## src/rtl/read_handler_gen2.sv

```systemverilog
// read_handler_gen2 -- read-side pointer/empty control for the dual-clock FIFO.
// This block does the following:
//   - brings the write gray pointer into rd_clk through a configurable synchroniser
//   - converts it to binary
//   - keeps the binary and gray read pointers
//   - produces registered empty, almost-empty and fill-level outputs
// Optional feature macro: RD_UNDERFLOW_EN
//   - defined: sticky underflow flag with a clear input
//   - undefined: rd_underflow is tied low and rd_underflow_clr is unused
module read_handler_gen2 #(
  parameter int ADDRSIZE      = 6,
  parameter int SYNC_STAGES   = 2,
  parameter int AEMPTY_THRESH = 4
) (
  input  logic                rd_clk,
  input  logic                rd_rst,
  input  logic                rd_en,
  input  logic [ADDRSIZE:0]   wr_ptr_gray,
  output logic [ADDRSIZE-1:0] rd_addr,
  output logic [ADDRSIZE:0]   rd_ptr,
  output logic                rd_empty,
  output logic                rd_aempty,
  output logic [ADDRSIZE:0]   rd_level,
  output logic                rd_underflow,
  input  logic                rd_underflow_clr
);

  localparam int PW = ADDRSIZE + 1;
  localparam logic [PW-1:0] AEMPTY_LIM = PW'(AEMPTY_THRESH);

  logic [PW-1:0] sync_q [SYNC_STAGES];
  logic [PW-1:0] wq_gray;
  logic [PW-1:0] wq_bin;
  logic [PW-1:0] rd_bin;
  logic [PW-1:0] rd_bin_next;
  logic [PW-1:0] rd_gray_next;
  logic [PW-1:0] level_next;
  logic          pop;

  // Gray-to-binary: each binary bit is the XOR of all gray bits at or above it.
  function automatic logic [PW-1:0] gray2bin(input logic [PW-1:0] g);
    logic [PW-1:0] b;
    b[PW-1] = g[PW-1];
    for (int i = PW - 2; i >= 0; i--) begin
      b[i] = b[i+1] ^ g[i];
    end
    return b;
  endfunction

  // Write-pointer synchroniser chain; the last stage is the only one used downstream.
  always_ff @(posedge rd_clk) begin
    if (rd_rst) begin
      for (int i = 0; i < SYNC_STAGES; i++) begin
        sync_q[i] <= '0;
      end
    end else begin
      sync_q[0] <= wr_ptr_gray;
      for (int i = 1; i < SYNC_STAGES; i++) begin
        sync_q[i] <= sync_q[i-1];
      end
    end
  end

  assign wq_gray = sync_q[SYNC_STAGES-1];
  assign wq_bin  = gray2bin(wq_gray);

  // Next-pointer and next-level arithmetic; modular subtraction keeps level right across wrap.
  always_comb begin
    pop          = rd_en & ~rd_empty;
    rd_bin_next  = rd_bin + {{(PW-1){1'b0}}, pop};
    rd_gray_next = (rd_bin_next >> 1) ^ rd_bin_next;
    level_next   = wq_bin - rd_bin_next;
  end

  // Read pointer, RAM address and status registers, all updated from the next-state values.
  always_ff @(posedge rd_clk) begin
    if (rd_rst) begin
      rd_bin    <= '0;
      rd_addr   <= '0;
      rd_ptr    <= '0;
      rd_empty  <= 1'b1;
      rd_aempty <= 1'b1;
      rd_level  <= '0;
    end else begin
      rd_bin    <= rd_bin_next;
      rd_addr   <= rd_bin_next[ADDRSIZE-1:0];
      rd_ptr    <= rd_gray_next;
      rd_empty  <= (rd_gray_next == wq_gray);
      rd_aempty <= (level_next <= AEMPTY_LIM);
      rd_level  <= level_next;
    end
  end

`ifdef RD_UNDERFLOW_EN
  // Sticky underflow: a new underflow event takes priority over a clear in the same cycle.
  always_ff @(posedge rd_clk) begin
    if (rd_rst) begin
      rd_underflow <= 1'b0;
    end else if (rd_en & rd_empty) begin
      rd_underflow <= 1'b1;
    end else if (rd_underflow_clr) begin
      rd_underflow <= 1'b0;
    end
  end
`else
  logic unused_underflow_clr;

  // Underflow detection is compiled out; the clear input is kept only for port compatibility.
  assign unused_underflow_clr = rd_underflow_clr;
  assign rd_underflow         = 1'b0;
`endif

endmodule

```

## config.mk

```make
export PLATFORM = sky130hd
export DESIGN_NAME = read_handler_gen2
export DESIGN_NICKNAME = d
export VERILOG_FILES = /design/src/rtl/read_handler_gen2.sv
export SDC_FILE = /design/constraint.sdc
export NUM_CORES = 1
export LEC_CHECK = 0
export ABC_AREA = 1
export CORE_ASPECT_RATIO = 1.5
export CORE_UTILIZATION = 52
export CTS_BUF_LIST = sky130_fd_sc_hd__clkbuf_16
export DETAILED_ROUTE_END_ITERATION = 8
export PLACE_DENSITY_LB_ADDON = 0.3
export SYNTH_ARGS = -nofsm -noshare
export SYNTH_HDL_FRONTEND = slang
export SYNTH_SLANG_ARGS = --single-unit
```

## constraint.sdc

```tcl
create_clock -name rd_clk -period 7.59 [get_ports rd_clk]
set_input_delay 0.759 -clock rd_clk [delete_from_list [all_inputs] [get_ports rd_clk]]
set_output_delay 0.759 -clock rd_clk [all_outputs]
set_load 0.01 [all_outputs]
```

After elaboration in Yosys (flattened, before gate mapping)
Memory sizes are Yosys's and may differ from the RTL's.
Index checks and enable logic that the tools add are counted.
{"block": "totals", "regBits": 29, "latch_bits": 0, "mem_bits_rw": 14, "romBits": 0, "in_bits": 11, "out_inout_bits": 23, "wordCells": 27, "n_memories": 1}
{"block": "classes", "addsub": 2, "mul": 0, "div": 0, "n_lt_le_gt_ge": 1, "eq_ne": 1, "shifts": 0, "muxes": 5, "bitwise": 11, "n_reduce_logical": 0}
{"name": "sync_q", "words": 2, "width": 7, "read_ports": 2, "rd_clocked_by_memory_dff": 0, "write_ports": 2, "line_no": "31", "text": "logic [PW-1:0] sync_q [SYNC_STAGES];"}
{"operator": "7-bit two-way mux", "count": 2}
{"operator": "7-bit by 1-bit adder with 7-bit output", "count": 1}
{"operator": "7-bit == test", "count": 1}
{"operator": "7-bit by 3-bit <= comparator with 1-bit output (second input constant)", "count": 1}
{"operator": "7-bit subtractor", "count": 1}
{"operator": "6-bit by 7-bit XOR with 7-bit output", "count": 1}
{"operator": "1-bit XOR", "count": 6}
{"operator": "1-bit two-way mux", "count": 3}
{"operator": "1-bit OR", "count": 2}
{"operator": "1-bit bitwise AND", "count": 1}
{"operator": "1-bit inverter", "count": 1}

Longest topological paths before layout
An unclocked memory read counts as a cell.
{"block": "depth", "word_depth": 9, "depth_mapped": 21}

Least setup slack after synthesis
No wires, ideal clock.
{"block": "synth_timing", "path_type": "input to register", "from": "in rd_en", "to": "reg rd_aempty", "setup_time_ns": 0.113, "t_arrival_ns": 2.565, "t_required_ns": 7.477, "slack_ns": 4.912, "cell_stages": 14, "path_buffers": 0, "path_cell_list": "inv_1 nor2_1 ha_1 ha_1 nand3_1 nand2_1 nand2_4 ha_1 a21oi_1 a21boi_0 xnor2_1 nor2_1 nand2_1 nand2_1"}
{"block": "synth_between", "elab_chain_cells": 4}
{"item": "start, declared", "line_no": "17", "text": "input logic rd_en,"}
{"item": "1-bit bitwise AND", "line_no": "69", "text": "pop = rd_en & ~rd_empty;"}
{"item": "7-bit by 1-bit adder with 7-bit output", "line_no": "70", "text": "rd_bin_next = rd_bin + {{(PW-1){1'b0}}, pop};"}
{"item": "7-bit subtractor", "line_no": "72", "text": "level_next = wq_bin - rd_bin_next;"}
{"item": "7-bit by 3-bit <= comparator with 1-bit output", "line_no": "89", "text": "rd_aempty <= (level_next <= AEMPTY_LIM);"}
{"item": "end signal, assigned", "line_no": "89"}
{"item": "end, declared", "line_no": "22", "text": "output logic rd_aempty,"}
No other way between the ends.
A chain may end at the register's enable or synchronous reset.

Final worst setup path
Same ends and word-level chain as after synthesis.

==> tab_implementation.tex <==
\begin{tabular}{lr}
\hline
Metric & Value \\
\hline
\multicolumn{2}{l}{\textbf{Die}} \\
Area of the core region & 3190 µm² \\
Effective utilization at floorplan & 0.555 \\
Std cell rows & 25 \\
Die X-Extent & 49.6 µm \\
Die ar. & 3640 µm² \\
Ports & 34 \\
Die Y-Extent & 73.4 µm \\
\multicolumn{2}{l}{\textbf{Worst hold path}} \\
Beginning of the worst hold path & sync\_q[0][4] \\
WHS Endpoint & sync\_q[0][11] \\
Hold/Removal Path Class & reg -> reg \\
Instance count along the most critical hold path & 2 \\
\multicolumn{2}{l}{\textbf{Layout}} \\
Area growth from synthesis to layout & 27.0\% \\
Combined flip-flop and latch cell area & 721 µm² \\
Fraction of layout cells with a size suffix above 1 & 0.103 \\
Multi-input gate area in the final layout & 887 µm² \\
Number of nets in the layout & 302 \\
Most common cell after layout, fill and taps aside & sky130\_fd\_sc\_hd\_\_nand2\_1 \\
Leading cell types in the layout, fill and taps excluded & sky130\_fd\_sc\_hd\_\_nand2\_1, sky130\_fd\_sc\_hd\_\_dfxtp\_1, sky130\_fd\_sc\_hd\_\_inv\_1 \\
Filler cells & 285 \\
Share of the core filled with cells in the final layout & 0.704 \\
Count of antenna diodes in the layout & 0 \\
Final std cells w/o fill & 322 \\
\multicolumn{2}{l}{\textbf{Logic synthesis}} \\
Area share of the largest cell type after synthesis & 0.407 \\
Gate count after technology mapping & 248 \\
Flip-flop and latch count after synthesis & 36 \\
Compound-Gate Fraction of Synth Area & 0.0467 \\
Adder and majority gate portion of the synthesized area & 0.0679 \\
Synth unique cells & 26 \\
Cell type with the highest aggregate area in the netlist & sky130\_fd\_sc\_hd\_\_dfxtp\_1 \\
Number of warnings printed during yosys synthesis & 0 \\
Largest family of logic cells by synthesized area & simple AND/OR/NAND/NOR gates \\
Fraction of synthesized cell area in xor and xnor cells & 0.0290 \\
Post-synthesis sequential area ratio & 0.407 \\
Simple-gate share of the synthesized area & 0.356 \\
Mean instance size in the synthesized netlist & 7.13 µm² \\
Synthesized Nets & 268 \\
Netlist area before placement & 1770 µm² \\
Cell types occupying the most area after synthesis & sky130\_fd\_sc\_hd\_\_dfxtp\_1, sky130\_fd\_sc\_hd\_\_nand2\_1, sky130\_fd\_sc\_hd\_\_inv\_1 \\
Multiplexer area fraction after synthesis & 0 \\
\multicolumn{2}{l}{\textbf{STA}} \\
Hold violation total from the final report & 0 \\
Period utilisation layout & 0.419 \\
Final hold slack & 0.393 ns \\
Setup Total Neg Slack & 0 ns \\
Peak Freq & 314 MHz \\
Total setup violations reported at the end of the flow & 0 \\
Final number of max-transition violations & 0 \\
Tmin final & 3.18 ns \\
RSZ-0062 raised after global routing & false \\
Max Clock Skew & 0.00381 ns \\
\multicolumn{2}{l}{\textbf{Clocking}} \\
Clock tree from TritonCTS & done \\
Count of H-tree levels built during CTS & 2 \\
Clock root buffer & sky130\_fd\_sc\_hd\_\_clkbuf\_16 \\
Maximum count of clock buffers along a single path & 2 \\
Number of buffers inserted by hold repair at cts & 0 \\
Clock insertion delay at the later pin of the skew report & 0.27 ns \\
Total clock buffers created by CTS & 5 \\
Gates resized, CTS repair & 0 \\
Clock Pin Slew Worst Setup and Hold Paths & 0.05 ns \\
Setup Buffers After CTS & 0 \\
Sinks on Clock Net & 36 \\
\multicolumn{2}{l}{\textbf{Routing}} \\
Initial DRT Pass Iterations & 4 \\
Via count & 1573 \\
Average wire per standard cell & 10.3 µm \\
Remaining number of nets flagged by the antenna check after routing & 0 \\
DRC & 0 \\
Via density & 4.89 \\
Drt total wl & 3330 µm \\
Initial drt markers & 39 \\
\multicolumn{2}{l}{\textbf{Setup path}} \\
Worst reg2reg endpoint & rd\_aempty \\
R2R cell count & 21 \\
Data arrival time at the worst-slack endpoint & 3.34 ns \\
Worst reg-to-reg setup slack & 4.90 ns \\
Type of origin of the critical path & input pin \\
Reg-to-Reg Start & sync\_q[0][13] \\
Kind of end point of the critical path & flop \\
Crit Path Class & in -> reg \\
Critical path fanouts, max & 5 \\
Data required, critical path & 7.75 ns \\
\multicolumn{2}{l}{\textbf{Place}} \\
Number of I/O port buffers & 31 \\
RD Place Congestion & 0.820 \\
DPL Wire Length & 2560 µm \\
Instance count after placement with tap cells included & 315 \\
\multicolumn{2}{l}{\textbf{Global route}} \\
Global-route wire length before repair & 5970 µm \\
Total GRT Usage & 0.216 \\
Maximum number of pins on one net before global-route repair & 34 \\
Number of global-route vias before repair & 1532 \\
Total grt overflow & 0 \\
Antenna violations before repair & 0 \\
\multicolumn{2}{l}{\textbf{Power}} \\
Maximum ir drop on the vdd rail & 0.181 mV \\
Cell Pwr Density & 221 nW/µm² \\
Static leakage & 1.06 nW \\
\multicolumn{2}{l}{\textbf{Status}} \\
Result of the run & completed \\
\multicolumn{2}{l}{\textbf{Job}} \\
Max-capacitance violation count & 0 \\
\hline
\end{tabular}
[power by group]
group	leakage (nW)	internal [mW]	switching, mW
Clock	0.0648	0.117	0.0662
Combinational	0.695	0.0507	0.0535
Sequential	0.296	0.204	0.00505
Total	1.06	0.371	0.125
[sequential cells by signal, summed over array words and instances (netlist names)]
signal,count
sync_q,14
rd_bin,1
rd_addr,5
rd_level,7
rd_aempty,1
rd_empty,1
rd_ptr,7
[cell families (layout without fill, tap and decap cells)]
logic type / after synthesis / count (layout)
AND/OR/NAND/NOR: 139 / 139
buffers and inverters: 42 / 76
flip-flops: 36 / 36
AO/OA/AOI/OAI: 16 / 16
adder cells (fa/ha/maj): 9 / 9
XOR/XNOR: 5 / 5
other: 1 / 1
[area by class of cell]
| type | instances | area share |
|---|---|---|
| Clock buffer | 5 | 0.0557 |
| Timing Repair Buffer | 32 | 0.141 |
| Clock inverter | 2 | 0.00334 |
| Tap cell | 40 | 0.0223 |
| Inverter | 37 | 0.0618 |
| Multi-Input combinational cell | 170 | 0.395 |
| Sequential cell | 36 | 0.321 |
[metal layers]
| layer | vias to the layer above | global-route usage | share of wire |
|---|---|---|---|
| met5 | - | 0 | 0 |
| met3 | 8 | 0.0600 | 0.041 |
| met1 | 702 | 0.218 | 0.38 |
| li1 | 829 | - | - |
| met2 | 34 | 0.389 | 0.55 |
| met4 | 0 | 0.133 | 0.025 |
[critical path, stage by stage]
cell and delay, ns:
sky130_fd_sc_hd__clkdlybuf4s50_1 0.46, sky130_fd_sc_hd__inv_1 0.04, sky130_fd_sc_hd__nor2_1 0.10, sky130_fd_sc_hd__ha_1 0.23, sky130_fd_sc_hd__ha_1 0.24, sky130_fd_sc_hd__nand3_1 0.18, sky130_fd_sc_hd__nand2_1 0.16, sky130_fd_sc_hd__nand2_4 0.08
sky130_fd_sc_hd__ha_1 0.35, sky130_fd_sc_hd__a21oi_1 0.18, sky130_fd_sc_hd__a21boi_0 0.25, sky130_fd_sc_hd__xnor2_1 0.16, sky130_fd_sc_hd__nor2_1 0.05, sky130_fd_sc_hd__nand2_1 0.06, sky130_fd_sc_hd__nand2_1 0.05
[worst max path at each step]
| stage | start | endpoint | slack (ns) |
|---|---|---|---|
| finish | rd_en | rd_aempty | 4.41 |
| global route | rd_en | rd_aempty | 4.17 |
| CTS | rd_en | rd_aempty | 4.39 |
| detailed placement | rd_en | rd_aempty | 4.16 |
| global placement | rd_en | rd_aempty | 4.21 |
| floorplan | rd_en | rd_aempty | 4.91 |
[synth_stat cells]
cell	count
sky130_fd_sc_hd__a21oi_1	10
sky130_fd_sc_hd__nor2_4	1
sky130_fd_sc_hd__inv_2	2
sky130_fd_sc_hd__nor2_1	32
sky130_fd_sc_hd__dfxtp_1	36
sky130_fd_sc_hd__fa_1	1
sky130_fd_sc_hd__inv_1	35
sky130_fd_sc_hd__conb_1	1
sky130_fd_sc_hd__nand3_1	25
sky130_fd_sc_hd__o21ai_1	2
sky130_fd_sc_hd__nor2_2	1
sky130_fd_sc_hd__ha_1	8
sky130_fd_sc_hd__xor2_2	1
sky130_fd_sc_hd__nand4_1	1
sky130_fd_sc_hd__and2_1	1
sky130_fd_sc_hd__a21boi_0	1
sky130_fd_sc_hd__xnor2_1	4
sky130_fd_sc_hd__nand2_1	58
sky130_fd_sc_hd__nand2_2	15
sky130_fd_sc_hd__and3_1	1
sky130_fd_sc_hd__nor3_1	1
sky130_fd_sc_hd__nand2_4	1
sky130_fd_sc_hd__buf_4	1
sky130_fd_sc_hd__clkbuf_1	4
sky130_fd_sc_hd__o21ai_0	3
sky130_fd_sc_hd__nand3_2	2
[metrics by stage]
step	setup slack (ns)	power (mW)	area, µm²
floorplan	4.91	0.278	1770
global placement	4.21	0.315	2110
detailed placement	4.16	0.317	2110
CTS	4.39	0.503	2250
global route	4.17	0.527	2250
finish	4.41	0.496	2250
(Power assumes the default switching activity.)
